File: src/rtl/conv_window_mac.sv
// conv_window_mac: KxK signed window MAC stage fed by the line-buffer block.
// Per-tap multipliers (S1) -> full-precision sum (S2) -> round/shift/saturate (S3).
// Row/column tracking drops windows that wrap a row or are not yet fully formed.
// Optional build macro: CONV_RELU_EN fuses a ReLU clamp into S3 (negative -> 0).

// One tap lane: registered signed product, loaded only for accepted windows.
module conv_tap_mul #(
  parameter int DATA_WIDTH = 8,
  parameter int COEF_WIDTH = 8
) (
  input  logic                                  clk,
  input  logic                                  rst,
  input  logic                                  en,
  input  logic signed [DATA_WIDTH-1:0]          tap,
  input  logic signed [COEF_WIDTH-1:0]          coef,
  output logic signed [DATA_WIDTH+COEF_WIDTH-1:0] prod
);
  localparam int PW = DATA_WIDTH + COEF_WIDTH;

  // S1 product register; holds between accepted windows.
  always_ff @(posedge clk or negedge rst) begin
    if (!rst)    prod <= '0;
    else if (en) prod <= PW'(tap) * PW'(coef);
  end
endmodule

module conv_window_mac #(
  parameter int DATA_WIDTH  = 8,
  parameter int COEF_WIDTH  = 8,
  parameter int ROW_LENGTH  = 32,
  parameter int KERNEL_SIZE = 3,
  parameter int OUT_WIDTH   = 8,
  parameter int SHIFT       = 0
) (
  input  logic                                   clk,
  input  logic                                   rst,
  input  logic                                   frame_start,
  input  logic                                   win_valid,
  input  logic signed [DATA_WIDTH-1:0]           win [0:KERNEL_SIZE*KERNEL_SIZE-1],
  input  logic                                   coef_we,
  input  logic [$clog2(KERNEL_SIZE*KERNEL_SIZE)-1:0] coef_addr,
  input  logic signed [COEF_WIDTH-1:0]           coef_data,
  output logic                                   pix_valid,
  output logic signed [OUT_WIDTH-1:0]            pix_out,
  output logic [$clog2(ROW_LENGTH)-1:0]          pix_col
);
  localparam int NTAPS     = KERNEL_SIZE * KERNEL_SIZE;
  localparam int AW        = $clog2(NTAPS);
  localparam int CW        = $clog2(ROW_LENGTH);
  localparam int RW        = (KERNEL_SIZE > 2) ? $clog2(KERNEL_SIZE) : 1;
  localparam int PW        = DATA_WIDTH + COEF_WIDTH;
  localparam int ACC_WIDTH = DATA_WIDTH + COEF_WIDTH + $clog2(NTAPS);
  localparam int STAGES    = 3;

  // Rounding constant is half an LSB of the shifted result; zero when no shift.
  localparam int RND = (SHIFT > 0) ? (1 << ((SHIFT > 0) ? SHIFT - 1 : 0)) : 0;
  localparam logic signed [ACC_WIDTH:0] SAT_HI = (ACC_WIDTH+1)'((1 << (OUT_WIDTH-1)) - 1);
`ifdef CONV_RELU_EN
  localparam logic signed [ACC_WIDTH:0] SAT_LO = '0;
`else
  localparam logic signed [ACC_WIDTH:0] SAT_LO = (ACC_WIDTH+1)'(-(1 << (OUT_WIDTH-1)));
`endif

  // position tracking
  logic [CW-1:0] col, col_eff, col_nxt;
  logic [RW-1:0] row, row_eff, row_nxt;
  logic          accept;

  // coefficient bank
  logic signed [COEF_WIDTH-1:0] coef [NTAPS];

  // pipeline
  logic [STAGES:1]                vld_pipe;
  logic [NTAPS-1:0][PW-1:0]       prod;
  logic signed [ACC_WIDTH-1:0]    sum_c, sum_s2;
  logic [CW-1:0]                  col_s1, col_s2;
  logic signed [ACC_WIDTH:0]      rnd_sum, shifted, sat;

  // frame_start clears the position first, so the same-cycle pixel is (row 0, col 0).
  always_comb begin
    col_eff = frame_start ? '0 : col;
    row_eff = frame_start ? '0 : row;
    accept  = win_valid && (col_eff >= CW'(KERNEL_SIZE-1)) && (row_eff >= RW'(KERNEL_SIZE-1));
    col_nxt = col_eff;
    row_nxt = row_eff;
    if (win_valid) begin
      if (col_eff == CW'(ROW_LENGTH-1)) begin
        col_nxt = '0;
        // row only needs to reach KERNEL_SIZE-1: after that every row is full height
        if (row_eff != RW'(KERNEL_SIZE-1)) row_nxt = row_eff + RW'(1);
      end else begin
        col_nxt = col_eff + CW'(1);
      end
    end
  end

  // Position counter registers.
  always_ff @(posedge clk or negedge rst) begin
    if (!rst) begin
      col <= '0;
      row <= '0;
    end else begin
      col <= col_nxt;
      row <= row_nxt;
    end
  end

  // Coefficient writes land on the edge, so a same-cycle window still sees old values.
  always_ff @(posedge clk or negedge rst) begin
    if (!rst) begin
      for (int i = 0; i < NTAPS; i++) coef[i] <= '0;
    end else if (coef_we && ({1'b0, coef_addr} < (AW+1)'(NTAPS))) begin
      coef[coef_addr] <= coef_data;
    end
  end

  // S1: one multiplier lane per tap.
  for (genvar i = 0; i < NTAPS; i++) begin : g_tap
    conv_tap_mul #(
      .DATA_WIDTH (DATA_WIDTH),
      .COEF_WIDTH (COEF_WIDTH)
    ) u_mul (
      .clk  (clk),
      .rst  (rst),
      .en   (accept),
      .tap  (win[i]),
      .coef (coef[i]),
      .prod (prod[i])
    );
  end

  // Adder tree over the registered products; ACC_WIDTH cannot overflow.
  always_comb begin
    sum_c = '0;
    for (int i = 0; i < NTAPS; i++) sum_c = sum_c + ACC_WIDTH'($signed(prod[i]));
  end

  // Valid shift register; no backpressure, so it always advances.
  always_ff @(posedge clk or negedge rst) begin
    if (!rst) vld_pipe <= '0;
    else      vld_pipe <= {vld_pipe[STAGES-1:1], accept};
  end

  // S1 column capture and S2 sum/column registers.
  always_ff @(posedge clk or negedge rst) begin
    if (!rst) begin
      col_s1 <= '0;
      col_s2 <= '0;
      sum_s2 <= '0;
    end else begin
      if (accept)      col_s1 <= col_eff;
      if (vld_pipe[1]) begin
        sum_s2 <= sum_c;
        col_s2 <= col_s1;
      end
    end
  end

  // Round half up, arithmetic shift, then clamp to the output range (one extra bit
  // of headroom keeps the rounding add from wrapping).
  always_comb begin
    rnd_sum = (ACC_WIDTH+1)'(sum_s2) + (ACC_WIDTH+1)'(RND);
    shifted = rnd_sum >>> SHIFT;
    sat     = shifted;
    if (shifted > SAT_HI) sat = SAT_HI;
    if (shifted < SAT_LO) sat = SAT_LO;
  end

  // S3 output registers; pix_out/pix_col hold between valid pulses.
  always_ff @(posedge clk or negedge rst) begin
    if (!rst) begin
      pix_out <= '0;
      pix_col <= '0;
    end else if (vld_pipe[2]) begin
      pix_out <= OUT_WIDTH'(sat);
      pix_col <= col_s2;
    end
  end

  assign pix_valid = vld_pipe[STAGES];

endmodule

File: config.mk
export PLATFORM = sky130hd
export DESIGN_NAME = conv_window_mac
export DESIGN_NICKNAME = d
export VERILOG_FILES = /design/src/rtl/conv_window_mac.sv
export SDC_FILE = /design/constraint.sdc
export NUM_CORES = 2
export LEC_CHECK = 0
export CAP_MARGIN = 5
export CORE_MARGIN = 1
export CORE_UTILIZATION = 57
export DETAILED_ROUTE_END_ITERATION = 7
export MAX_ROUTING_LAYER = met4
export PLACE_DENSITY = 0.77
export SLEW_MARGIN = 20
export SYNTH_ARGS = -nofsm -noshare
export SYNTH_HDL_FRONTEND = slang
export SYNTH_HIERARCHICAL = 1
export SYNTH_SLANG_ARGS = --single-unit
File: constraint.sdc
create_clock -name clk -period 4.3 [get_ports clk]
set_input_delay 0.86 -clock clk [delete_from_list [all_inputs] [get_ports clk]]
set_output_delay 0.86 -clock clk [all_outputs]
set_load 0.005 [all_outputs]
==> results.toml <==
[outcome]
status = "complete, but fails checks"
violations = "setup timing"

[clock_network]
holdBufCountCts = 0
clock-sinks = 269
clock_latency_ns = 0.55
cts_max_level = 2
clk_pin_slew_ns = 0.06
cts_buffer_depth = 3
cts_root_buf = "clkbuf_16"
cts_buffers = 34
cts_tree = "built"

[floorplanning]
rows = 93
die_x_um = 257
die_y_um = 257
fp.dieArea_um2 = 66100
core-area_um2 = 64300
io_pins = 103
start_util = 0.576

[global_routing]
grt_start_max_net_pins = 99
grt_pass1_wl_um = 152000
grt_pass1_vias = 30000
grt_antenna_before_repair = 4
grt_use_total = 0.297
grt_overflow = 0

[setup_path]
reg2reg_slack_ns = -0.09
required_ns = 4.72
path_max_fanout = 4
critPathTopFamily = "adder cells"
rr_startpoint = "g_tap[6].u_mul/prod[12]"
crit_start = "g_tap[6].u_mul/prod[12]"
arrival_ns = 4.82
r2r_cells = 16
worstPathCellList = "fa_1 > inv_1 > fa_1 > inv_1 > fa_1 > inv_1 > fa_1 > inv_1 > ha_1 > nand3_1 > nand2_1 > buf_4 > o32ai_1 > a21oi_1 > xnor2_1 > mux2_4"
path_buf_inv = 5
cp-start-kind = "flip-flop"
crit_type = "flip-flop to flip-flop"
worstSetupEndpoint = "sum_s2[19]"
cp-end-kind = "flip-flop"
cp.depth = 16
worst_path_largest_cell_delay_ns = 0.58
crit_slowest_cell = "fa_1"
r2r_end = "sum_s2[19]"

[timing]
report.final.slew_viol_count = 0
period_minus_slack_ns = 4.39
fmax_ghz = 0.228
min_period_over_period = 1.02
fin_worst_skew_ns = 0.0209
worstMarginPinSlew_ns = 1.17
slew_headroom = 0.218
setup_slack_ns = -0.0936
rsz0062_at_grt = "true"
setup_viol = 6
hold_viol = 0

[synthesis]
yosys_warnings = 6
synth_edf_count = 0
synth_cell_types = 80
yosysTopAreaCell = "fa_1"
synth_cells = 3705
synth_seq_cells = 269
avgSynthCellArea_um2 = 10.0
synth_fp_nets = 4689
synth.area.top_cells = "fa_1 33%, dfrtp_1 18%, inv_1 9.6%"
syn_area_um2 = 37100
seq_area_frac_synth = 0.181
async_flop_share = 1.00
ys.flop_type = "dfrtp_1"
synth_top_cell_area_share = 0.329

[placement]
routabilityCongestion = 0.908
hpwl_um = 72800
place_worst_setup_slack_ns = -1.04
io_buffer_count = 102

[layout]
fill_cells = 4455
layout-drive-gt1-share = 0.294
synthToLayoutAreaGrowth_pct = 23.7
fin_nets = 5310
regArea_um2 = 6800
multi_input_area_um2 = 28500

[routing]
vias = 27800
drtIter0Drc = 1696
drt-pass1-iter-count = 5
wirelength_um = 94800
routedWlPerCell_um = 18.2
route.detailed.drc = 0
antenna_left = 0
vias_per_cell = 5.34

[hold_path]
hold_path_class = "input port to asynchronous set/reset pin"

[job]
drv_cap = 0
## per-stage QoR
stage          instances  hold WS [ns]  cell area (um2)   util  setup TNS (ns)
2_1_floorplan       3705         0.352            37900      -           -1.44
3_5_place_dp        5071         0.470            43200  0.671          -68.53
6_report            5210         0.289            45900  0.713          -0.314
5_1_grt             5206         0.351            45900  0.713           -1.95
3_3_place_gp        5071         0.461            43200  0.671          -63.77
4_1_cts             5151         0.328            44800  0.696          -0.144
## cells in the mapped netlist (5+ instances only)
cell type and n:
xnor2_1 109, o21ai_0 64, a21boi_0 5, buf_6 6, dfrtp_1 269, nand2_1 184
a21oi_2 6, or3_1 9, nor2b_1 78, xor2_1 19, nand3_1 26, and2_1 390
mux2_2 183, a211oi_1 5, o2111ai_1 9, o21ai_1 11, nand3b_1 17, mux2i_1 5
nor3_1 15, nand2b_1 15, o22ai_1 9, o31a_1 5, o221ai_1 8, a2111o_1 6
a31oi_1 12, mux2_1 6, inv_1 953, ha_1 285, nor2_1 66, fa_1 610
a211o_1 16, a21oi_1 78, o31ai_1 18, o21a_1 19, nor3b_1 5, nand4_1 8
or4_1 6, o211a_1 5, a21o_1 40, o21ai_2 5, clkbuf_1 17, o211ai_1 18
## placed cells by master (no fill, tap or decap), types with 78 or more instances in the layout
cell,synthesis,layout
fa_1,610,580
and2_1,390,339
ha_1,285,200
xnor2_1,109,107
mux2_2,183,180
buf_4,0,492
ha_4,0,78
dfrtp_1,269,215
inv_1,953,876
nand2_1,184,170
## registers in the layout, indices dropped and copies added, names as in the netlist
register          cells
g_tap.u_mul/prod    144
pix_out               8
row                   2
vld_pipe              3
col_s2                5
coef                 72
col_s1                5
col                   5
sum_s2               20
pix_col               5
## cell families (layout without fill, tap and decap cells)
kind of cell / after synthesis / in the layout / share of synthesized area
other: 0 / 6 / 0
XOR/XNOR: 128 / 128 / 0.0302
multiplexers: 197 / 197 / 0.0599
AND/OR/NAND/NOR: 841 / 841 / 0.126
AO/OA/AOI/OAI: 389 / 389 / 0.0752
buffers and inverters: 986 / 1630 / 0.102
flip-flops: 269 / 269 / 0.181
adder cells (fa/ha/maj): 895 / 895 / 0.425
## worst min-delay path by stage
stage                     start           to  slack, ns
global route                rst    col_s2[0]       0.35
CTS                         rst  vld_pipe[3]       0.33
floorplan           vld_pipe[1]  vld_pipe[2]       0.35
detailed placement    col_s1[1]    col_s1[1]       0.47
finish                      rst    col_s2[0]       0.29
global placement      col_s1[0]    col_s1[0]       0.46
## timing repair
item | CTS | global route
endpoints found under the setup margin | 80 | 72
gates resized for setup | 292 | 327
setup buffers | 21 | 54
pin swaps | 86 | 218
## routing by layer
metal	part of all wire	GRT usage
met1	0.41	0.369
met3	0.037	0.0291
met5	0	-
met2	0.52	0.500
met4	0.041	0.122
## cell type report
type	instances	area share
flip-flops and latches	269	0.148
diodes	6	0.000327
clock inverters	17	0.00434
multi-input cells	2450	0.620
well taps	855	0.0233
repair buffers	616	0.104
inverters	955	0.0785
clock buffers	42	0.0208
Power is not shown: default switching activity piles up to over one toggle a cycle in this logic, so the estimate is an artifact.
